## config.mk

```make
export PLATFORM = sky130hd
export DESIGN_NAME = kmeans_ctrl_v2_flat
export DESIGN_NICKNAME = d
export VERILOG_FILES = /design/src/rtl/kmeans_pkg.sv /design/src/rtl/kmeans_ctrl_v2_if.sv /design/src/rtl/kmeans_issue_tracker.sv /design/src/rtl/kmeans_ctrl_v2.sv /design/src/flat_wrapper.sv
export SDC_FILE = /design/constraint.sdc
export NUM_CORES = 1
export LEC_CHECK = 0
export ABC_AREA = 1
export CAP_MARGIN = 15
export CORE_MARGIN = 10
export CORE_UTILIZATION = 55
export CTS_BUF_LIST = sky130_fd_sc_hd__clkbuf_16
export DETAILED_ROUTE_END_ITERATION = 8
export PLACE_DENSITY_LB_ADDON = 0.3
export SYNTH_ARGS = -nofsm -noshare
export SYNTH_HDL_FRONTEND = slang
export SYNTH_HIERARCHICAL = 1
export SYNTH_SLANG_ARGS = --single-unit
export TNS_END_PERCENT = 20
```

## constraint.sdc

```tcl
create_clock -name clk -period 7.6 [get_ports clk]
set_input_delay 1.14 -clock clk [delete_from_list [all_inputs] [get_ports clk]]
set_output_delay 1.14 -clock clk [all_outputs]
set_load 0.05 [all_outputs]
```

## src/rtl/kmeans_pkg.sv

```systemverilog
// kmeans_pkg: shared states, register map
// and helpers for the k-means sequencer.
package kmeans_pkg;

  typedef enum logic [3:0] {
    IDLE,
    LD_RD,
    LD_WR,
    RD_PTS,
    DRAIN,
    CALC,
    CNVG_WAIT,
    WRBACK,
    DONE
  } state_e;

  localparam int STATUS_REG    = 0;
  localparam int GO_REG        = 1;
  localparam int CENT_REG_BASE = 2;

  function automatic logic [31:0] onehot(
    input logic [31:0] i
  );
    return 32'd1 << i;
  endfunction

endpackage

```

## src/rtl/kmeans_ctrl_v2_if.sv

```systemverilog
// kmeans_ctrl_v2_if: register-file and point
// RAM bus driven by the sequencer.
interface kmeans_ctrl_v2_if #(
  parameter int ADDR_W = 9,
  parameter int REG_W  = 4
);
  logic [REG_W-1:0]  reg_num;
  logic              reg_write;
  logic [ADDR_W-1:0] ram_addr;
  logic              ram_cs_n;
  logic              ram_oe_n;
  logic              ram_we_n;

  modport master (
    output reg_num, reg_write, ram_addr,
    output ram_cs_n, ram_oe_n, ram_we_n
  );

  modport slave (
    input reg_num, reg_write, ram_addr,
    input ram_cs_n, ram_oe_n, ram_we_n
  );
endinterface

```

## src/rtl/kmeans_issue_tracker.sv

```systemverilog
// kmeans_issue_tracker: point address counter
// and in-flight issue shift register.
module kmeans_issue_tracker
  import kmeans_pkg::*;
#(
  parameter int ADDR_W     = 9,
  parameter int PIPE_DEPTH = 3
) (
  input  logic              clk,
  input  logic              rst,
  input  logic              flush_i,
  input  logic              load_i,
  input  logic              issue_i,
  input  logic [ADDR_W-1:0] base_i,
  input  logic [ADDR_W-1:0] end_i,
  output logic [ADDR_W-1:0] addr_o,
  output logic              last_o,
  output logic              valid_o,
  output logic              empty_o
);

  logic [ADDR_W-1:0]     addr_q, addr_d;
  logic [PIPE_DEPTH-1:0] sr_q, sr_d;

  assign addr_o  = addr_q;
  assign last_o  = (addr_q == end_i);
  assign valid_o = sr_q[PIPE_DEPTH-1];
  assign empty_o = (sr_q == '0);

  // advance address per issue, never past end
  always_comb begin
    addr_d = addr_q;
    if (load_i)
      addr_d = base_i;
    else if (issue_i && !last_o)
      addr_d = addr_q + ADDR_W'(1);
    sr_d = (sr_q << 1) | PIPE_DEPTH'(issue_i);
    if (flush_i)
      sr_d = '0;
  end

  // address and issue-valid registers
  always_ff @(posedge clk) begin
    if (rst) begin
      addr_q <= '0;
      sr_q   <= '0;
    end else begin
      addr_q <= addr_d;
      sr_q   <= sr_d;
    end
  end

endmodule

```

## src/rtl/kmeans_ctrl_v2.sv

```systemverilog
// kmeans_ctrl_v2: k-means sequencer - load,
// stream points, divide, converge, write back.
module kmeans_ctrl_v2
  import kmeans_pkg::*;
#(
  parameter int CENT_MAX      = 8,
  parameter int LOG2_CENT     = 3,
  parameter int ADDR_W        = 9,
  parameter int PIPE_DEPTH    = 3,
  parameter int ITER_W        = 8,
  parameter int REG_W         = 4,
  parameter int CENT_REG_BASE = kmeans_pkg::CENT_REG_BASE
) (
  input  logic                 clk,
  input  logic                 rst,
  input  logic                 go_i,
  input  logic                 abort_i,
  input  logic [LOG2_CENT:0]   cfg_cent_num_i,
  input  logic [ADDR_W-1:0]    first_addr_i,
  input  logic [ADDR_W-1:0]    last_addr_i,
  input  logic [ITER_W-1:0]    max_iter_i,
  kmeans_ctrl_v2_if.master     bus,
  output logic [CENT_MAX-1:0]  cent_en_o,
  output logic                 first_iter_o,
  output logic                 accum_en_o,
  output logic                 pipe_clr_o,
  output logic                 div_en_o,
  output logic [LOG2_CENT-1:0] cent_idx_o,
  output logic                 cnvg_en_o,
  output logic                 cnvg_clr_o,
  input  logic                 cnvg_valid_i,
  input  logic                 has_converged_i,
  output logic                 busy_o,
  output logic [ITER_W-1:0]    iter_cnt_o,
  output logic                 timed_out_o,
  output logic                 cfg_err_o,
  output logic                 done_o
);

  localparam int KW = LOG2_CENT + 1;

  state_e               state_q, state_d;
  logic [LOG2_CENT-1:0] idx_q, idx_d;
  logic [KW-1:0]        k_q, k_d;
  logic [ADDR_W-1:0]    first_q, first_d;
  logic [ADDR_W-1:0]    last_q, last_d;
  logic [ITER_W-1:0]    maxit_q, maxit_d;
  logic [ITER_W-1:0]    iter_q, iter_d;
  logic                 timed_q, timed_d;
  logic                 err_q, err_d;
  logic                 errp_q, errp_d;
  logic                 fiter_q, fiter_d;
  logic                 entry_q, entry_d;

  logic              load, issue, idx_last, cfg_bad;
  logic              trk_last, trk_empty;
  logic [ADDR_W-1:0] trk_addr;

  assign issue    = (state_q == RD_PTS) && !abort_i;
  assign idx_last = ({1'b0, idx_q} + KW'(1)) == k_q;
  assign cfg_bad  = (cfg_cent_num_i == '0)
                 || (cfg_cent_num_i > KW'(CENT_MAX))
                 || (last_addr_i < first_addr_i);

  kmeans_issue_tracker #(
    .ADDR_W    (ADDR_W),
    .PIPE_DEPTH(PIPE_DEPTH)
  ) u_trk (
    .clk    (clk),
    .rst    (rst),
    .flush_i(abort_i),
    .load_i (load),
    .issue_i(issue),
    .base_i (first_q),
    .end_i  (last_q),
    .addr_o (trk_addr),
    .last_o (trk_last),
    .valid_o(accum_en_o),
    .empty_o(trk_empty)
  );

  // sequencing and status next-state
  always_comb begin
    state_d = state_q;
    idx_d   = idx_q;
    k_d     = k_q;
    first_d = first_q;
    last_d  = last_q;
    maxit_d = maxit_q;
    iter_d  = iter_q;
    timed_d = timed_q;
    err_d   = err_q;
    errp_d  = 1'b0;
    fiter_d = fiter_q;
    entry_d = 1'b0;
    load    = 1'b0;
    if (abort_i) begin
      state_d = IDLE;
    end else begin
      unique case (state_q)
        IDLE: if (go_i) begin
          timed_d = 1'b0;
          iter_d  = '0;
          idx_d   = '0;
          err_d   = cfg_bad;
          errp_d  = cfg_bad;
          if (!cfg_bad) begin
            fiter_d = 1'b1;
            k_d     = cfg_cent_num_i;
            first_d = first_addr_i;
            last_d  = last_addr_i;
            maxit_d = (max_iter_i == '0) ?
                      ITER_W'(1) : max_iter_i;
            state_d = LD_RD;
          end
        end
        LD_RD: state_d = LD_WR;
        LD_WR: if (idx_last) begin
          idx_d   = '0;
          load    = 1'b1;
          entry_d = 1'b1;
          state_d = RD_PTS;
        end else begin
          idx_d   = idx_q + LOG2_CENT'(1);
          state_d = LD_RD;
        end
        RD_PTS: begin
          if (entry_q) fiter_d = 1'b0;
          if (trk_last) state_d = DRAIN;
        end
        DRAIN: if (trk_empty) state_d = CALC;
        CALC: if (idx_last) begin
          idx_d   = '0;
          state_d = CNVG_WAIT;
        end else begin
          idx_d = idx_q + LOG2_CENT'(1);
        end
        CNVG_WAIT: if (cnvg_valid_i) begin
          iter_d = iter_q + ITER_W'(1);
          if (has_converged_i) begin
            state_d = WRBACK;
          end else if (({1'b0, iter_q} + (ITER_W+1)'(1))
                       >= {1'b0, maxit_q}) begin
            timed_d = 1'b1;
            state_d = WRBACK;
          end else begin
            load    = 1'b1;
            entry_d = 1'b1;
            state_d = RD_PTS;
          end
        end
        WRBACK: if (idx_last) begin
          idx_d   = '0;
          state_d = DONE;
        end else begin
          idx_d = idx_q + LOG2_CENT'(1);
        end
        DONE:    state_d = IDLE;
        default: state_d = IDLE;
      endcase
    end
  end

  // state and status registers
  always_ff @(posedge clk) begin
    if (rst) begin
      state_q <= IDLE;
      idx_q   <= '0;
      k_q     <= '0;
      first_q <= '0;
      last_q  <= '0;
      maxit_q <= '0;
      iter_q  <= '0;
      timed_q <= 1'b0;
      err_q   <= 1'b0;
      errp_q  <= 1'b0;
      fiter_q <= 1'b1;
      entry_q <= 1'b0;
    end else begin
      state_q <= state_d;
      idx_q   <= idx_d;
      k_q     <= k_d;
      first_q <= first_d;
      last_q  <= last_d;
      maxit_q <= maxit_d;
      iter_q  <= iter_d;
      timed_q <= timed_d;
      err_q   <= err_d;
      errp_q  <= errp_d;
      fiter_q <= fiter_d;
      entry_q <= entry_d;
    end
  end

  // per-state strobes and bus decode
  always_comb begin
    bus.reg_num   = '0;
    bus.reg_write = 1'b0;
    cent_en_o     = '0;
    cent_idx_o    = '0;
    div_en_o      = 1'b0;
    cnvg_en_o     = 1'b0;
    cnvg_clr_o    = 1'b0;
    pipe_clr_o    = 1'b0;
    unique case (1'b1)
      state_q == LD_RD: begin
        bus.reg_num = REG_W'(CENT_REG_BASE + 32'(idx_q));
      end
      state_q == LD_WR: begin
        cent_en_o  = CENT_MAX'(onehot(32'(idx_q)));
        cent_idx_o = idx_q;
      end
      state_q == RD_PTS: begin
        pipe_clr_o = entry_q;
        cnvg_clr_o = entry_q;
      end
      state_q == CALC: begin
        div_en_o   = 1'b1;
        cnvg_en_o  = 1'b1;
        cent_en_o  = CENT_MAX'(onehot(32'(idx_q)));
        cent_idx_o = idx_q;
      end
      state_q == WRBACK: begin
        bus.reg_write = 1'b1;
        bus.reg_num   = REG_W'(CENT_REG_BASE + 32'(idx_q));
      end
      default: ;
    endcase
  end

  assign bus.ram_addr = trk_addr;
  assign bus.ram_cs_n = (state_q != RD_PTS);
  assign bus.ram_oe_n = (state_q != RD_PTS);
  assign bus.ram_we_n = 1'b1;
  assign first_iter_o = fiter_q;
  assign busy_o       = (state_q != IDLE);
  assign iter_cnt_o   = iter_q;
  assign timed_out_o  = timed_q;
  assign cfg_err_o    = err_q;
  assign done_o       = (state_q == DONE) || errp_q;

endmodule

```

## src/flat_wrapper.sv

```systemverilog
// flat-port wrapper written by rule: the top's interface ports become plain ports
module kmeans_ctrl_v2_flat import kmeans_pkg::*;
#(
  parameter int CENT_MAX      = 8,
  parameter int LOG2_CENT     = 3,
  parameter int ADDR_W        = 9,
  parameter int PIPE_DEPTH    = 3,
  parameter int ITER_W        = 8,
  parameter int REG_W         = 4,
  parameter int CENT_REG_BASE = kmeans_pkg::CENT_REG_BASE
)
  (clk, rst, go_i, abort_i, cfg_cent_num_i, first_addr_i, last_addr_i, max_iter_i, cent_en_o, first_iter_o, accum_en_o, pipe_clr_o, div_en_o, cent_idx_o, cnvg_en_o, cnvg_clr_o, cnvg_valid_i, has_converged_i, busy_o, iter_cnt_o, timed_out_o, cfg_err_o, done_o, bus_reg_num, bus_reg_write, bus_ram_addr, bus_ram_cs_n, bus_ram_oe_n, bus_ram_we_n);
  kmeans_ctrl_v2_if #(.ADDR_W(ADDR_W), .REG_W(REG_W)) bus_i ();
  input  logic clk;
  input  logic rst;
  input  logic go_i;
  input  logic abort_i;
  input  logic [LOG2_CENT:0] cfg_cent_num_i;
  input  logic [ADDR_W-1:0] first_addr_i;
  input  logic [ADDR_W-1:0] last_addr_i;
  input  logic [ITER_W-1:0] max_iter_i;
  output logic [CENT_MAX-1:0] cent_en_o;
  output logic first_iter_o;
  output logic accum_en_o;
  output logic pipe_clr_o;
  output logic div_en_o;
  output logic [LOG2_CENT-1:0] cent_idx_o;
  output logic cnvg_en_o;
  output logic cnvg_clr_o;
  input  logic cnvg_valid_i;
  input  logic has_converged_i;
  output logic busy_o;
  output logic [ITER_W-1:0] iter_cnt_o;
  output logic timed_out_o;
  output logic cfg_err_o;
  output logic done_o;
  output wire logic [$bits(bus_i.reg_num)-1:0] bus_reg_num;
  output wire logic [$bits(bus_i.reg_write)-1:0] bus_reg_write;
  output wire logic [$bits(bus_i.ram_addr)-1:0] bus_ram_addr;
  output wire logic [$bits(bus_i.ram_cs_n)-1:0] bus_ram_cs_n;
  output wire logic [$bits(bus_i.ram_oe_n)-1:0] bus_ram_oe_n;
  output wire logic [$bits(bus_i.ram_we_n)-1:0] bus_ram_we_n;
  assign bus_reg_num = bus_i.reg_num;
  assign bus_reg_write = bus_i.reg_write;
  assign bus_ram_addr = bus_i.ram_addr;
  assign bus_ram_cs_n = bus_i.ram_cs_n;
  assign bus_ram_oe_n = bus_i.ram_oe_n;
  assign bus_ram_we_n = bus_i.ram_we_n;
  kmeans_ctrl_v2 #(.CENT_MAX(CENT_MAX), .LOG2_CENT(LOG2_CENT), .ADDR_W(ADDR_W), .PIPE_DEPTH(PIPE_DEPTH), .ITER_W(ITER_W), .REG_W(REG_W), .CENT_REG_BASE(CENT_REG_BASE)) u_core (.clk(clk), .rst(rst), .go_i(go_i), .abort_i(abort_i), .cfg_cent_num_i(cfg_cent_num_i), .first_addr_i(first_addr_i), .last_addr_i(last_addr_i), .max_iter_i(max_iter_i), .bus(bus_i), .cent_en_o(cent_en_o), .first_iter_o(first_iter_o), .accum_en_o(accum_en_o), .pipe_clr_o(pipe_clr_o), .div_en_o(div_en_o), .cent_idx_o(cent_idx_o), .cnvg_en_o(cnvg_en_o), .cnvg_clr_o(cnvg_clr_o), .cnvg_valid_i(cnvg_valid_i), .has_converged_i(has_converged_i), .busy_o(busy_o), .iter_cnt_o(iter_cnt_o), .timed_out_o(timed_out_o), .cfg_err_o(cfg_err_o), .done_o(done_o));
endmodule
```

==> impl_results.md <==
* H-Tree Depth at 3
* Worst-path clk slew at 0.05 ns
* Min-delay src: u_core/u_trk/sr_q[1]
* Worst path required time at 7.79 ns
* Gr usage total at 0.180
* CTS resizes at 0
* FF+latch count, synth at 62
* CORE AREA at 6390 µm²
* Core Util, Final at 0.732
* Clk buf depth at 2
* WL per Instance at 13.9 µm
* Via count at 3622
* Peak supply drop at 0.135 mV
* 1st-pass router iterations at 5
* Commonest non-fill, non-tap cell in the layout: nand2_1
* Inserted Diodes at 0
* WHS at 0.431 ns
* WL met2 at 4600 µm
* Global-route wire length before repair at 15400 µm
* Period minus WS final at 3.68 ns
* Gr ovfl total at 0
* WL final at 9450 µm
* Most frequent cells in the layout: nand2_1, clkdlybuf4s50_1, inv_1, dfxtp_1, a21oi_1
* Die width at 101 µm
* Multi-input logic area at 2000 µm²
* Hold WC Path Type: reg2reg
* Gpl congestion at 0.894
* Mapped Area at 3650 µm²
* Worst Setup End Kind: flip-flop
* Die area at 10300 µm²
* R2r startpoint: u_core/iter_cnt_o[0]
* Setup crit start kind: flip-flop
* Slew @ Worst Pin at 0.872 ns
* Vias in the first global route at 3440
* Clk sinks at 62
* Max cap viols at 0
* Wl on met1 at 3980 µm
* Final setup vio count at 0
* P&R area growth vs syn at 28.1%
* Layout cells sized above 1 at 0.0516
* Dpl hpwl at 7150 µm
* Cells after synthesis at 526
* Final Hold Viols at 0
* Largest net degree at the start of global routing at 46
* Unrepaired setup endpoints after global routing: false
* CTS tree: built
* Max Fclk at 0.272 GHz
* Nets at 659
* Status: finished clean
* ANT nets after route at 0
* Initial antenna violation count at 0
* CTS root buffer: clkbuf_16
* Worst stage delay on the critical path at 0.70 ns
* Clock network fraction of total power at 0.436
* Port Buf Inserts at 80
* # IOs at 82
* Crit path arrival time at 3.87 ns
* Register area share after synthesis at 0.340
* Synthesized Nets at 587
* Mapped Avg Cell Area at 6.94 µm²
* Post-CTS Setup Inserts at 0
* Die height at 101 µm
* FF-to-FF End: u_core/u_trk/addr_o[8]
* Relative slew slack at 0.418
* Final Instance Area at 4680 µm²
* Fin Setup TNS at 0 ns
* Sequential power share at 0.431
* WS Path Type: reg2reg
* Cells on worst reg2reg path at 17
* Register-to-register setup slack at 3.92 ns
* Crit path top cell by count: nand2_1
* Routed wire length on met3 at 755 µm
* CP max-delay cell: a21oi_1
* Netlist cell types at 39
* Sw frac at 0.255
* YS warnings at 6
* Starting density of the core at 0.572
* Pwr dens at 169 nW/µm²
* Drt via density at 5.34
* Crit path cell chain: ha_1 -> nand3_1 -> nor2_1 -> xor2_1 -> ha_1 -> a21oi_1 -> nand2_1 -> nand2_1 -> nand3_1 -> nor2_1 -> nand2_1 -> a21oi_1 -> inv_1 -> nand3_1 -> nand2_1 -> nand2_1 -> a21oi_2
* Leak at 1.98 nW
* Max Transition Viols Final at 0
* Top sig layer: met4
* Hold Path End: u_core/u_trk/sr_q[2]
* Num rows at 29
* # fillers at 514
* CP max FO at 14
* Comb power frac at 0.133
* Final period util at 0.484
* Storage element area at 1240 µm²
* Hold_buf cts at 0
* Drc violations at 0
* Pint at 0.588 mW
* DP Area at 4430 µm²
* Initial DRC Count at 228
* Hold Path Stages at 2
* Clk_lat worst skew at 0.32 ns
* Cts bufs inserted at 9
* Switch Pwr at 0.201 mW
* Clk_skew at 0.00628 ns
-- through the flow --
step                setup slack, ns  cells  power (mW)
floorplan                      3.77    526       0.411
global placement               3.94    664       0.448
detailed placement             3.92    664       0.450
CTS                            4.00    678       0.794
global route                   3.57    678       0.822
finish                         3.92    678       0.790
-- routing by layer --
layer / up-vias / global-route usage
met5: - / 0
met2: 133 / 0.306
li1: 1833 / -
met1: 1646 / 0.205
met3: 10 / 0.0592
met4: 0 / 0.0643
-- worst max-delay path by stage --
stage	startpoint	endpoint	slack, ns	depth (start not counted)
final	u_core/iter_cnt_o[0]	u_core/u_trk/addr_o[8]	3.92	17
after global routing	u_core/iter_cnt_o[0]	u_core/u_trk/addr_o[1]	3.57	19
after CTS	u_core/iter_cnt_o[0]	u_core/u_trk/addr_o[8]	4.00	19
after detailed placement	first_addr_i[8]	u_core/first_q[4]	3.92	13
after global placement	first_addr_i[8]	u_core/last_q[4]	3.94	13
after floorplan	u_core/state_q[0]	cent_en_o[1]	3.77	5
-- final cells by class --
cell class / instances / share of cell area
inverter: 76 / 0.0610
clock inverter: 5 / 0.00455
clock buffer: 9 / 0.0482
tap: 77 / 0.0206
multi-input combinational: 368 / 0.428
sequential: 62 / 0.265
timing repair buffer: 81 / 0.173
-- synth_stat cells (all sizes together) --
library cell	count	area share
nor3	13	0.021
o211ai	3	0.0062
a21oi	59	0.082
mux2i	1	0.0027
xor2	8	0.019
xnor2	12	0.031
a211oi	4	0.0082
a31oi	5	0.0086
a22o	1	0.0024
conb	1	0.0010
buf	13	0.027
o22ai	1	0.0017
and3	1	0.0017
nand3	23	0.033
o31ai	1	0.0021
inv	76	0.078
nor2	50	0.056
o21a	1	0.0021
dfxtp	62	0.34
nand2	130	0.14
clkbuf	7	0.0072
ha	25	0.086
or2	3	0.0051
o21ai	20	0.027
nor4	3	0.0051
nand4	3	0.0051
-- power groups by stage --
| stage | logic [mW] | clock network [mW] | registers, mW |
|---|---|---|---|
| floorplan | 0.0611 | 0 | 0.350 |
| global placement | 0.101 | 0 | 0.346 |
| detailed placement | 0.103 | 0 | 0.347 |
| CTS | 0.104 | 0.349 | 0.340 |
| global route | 0.117 | 0.364 | 0.341 |
| finish | 0.105 | 0.344 | 0.340 |
-- cell families (layout without fill, tap and decap cells) --
group | Yosys count | after routing | share of synthesized area
simple gates | 226 | 226 | 0.268
other cells | 1 | 1 | 0.00103
buf+inv | 96 | 171 | 0.112
compound gates | 95 | 95 | 0.141
mux | 1 | 1 | 0.00274
flops | 62 | 62 | 0.340
xor+xnor | 20 | 20 | 0.0500
fa+ha+maj | 25 | 25 | 0.0857
-- registers in the layout (all words and copies together), names as in the netlist --
signal	cells
u_core/u_trk/addr_o	9
u_core/timed_out_o	1
u_core/maxit_q	8
u_core/first_q	9
u_core/entry_q	1
u_core/first_iter_o	1
u_core/iter_cnt_o	8
u_core/k_q	4
u_core/errp_q	1
u_core/cfg_err_o	1
u_core/idx_q	3
u_core/u_trk/sr_q	3
u_core/state_q	4
u_core/last_q	9
-- critical path: cells and delay by family, from the launching register on --
family          cells  cell delay [ns]
buf+inv             1             0.45
compound gates      3             0.89
simple gates       10             1.06
fa+ha+maj           2             0.50
flops               1             0.41
xor+xnor            1             0.22
Power figures use the tool's default switching activity.
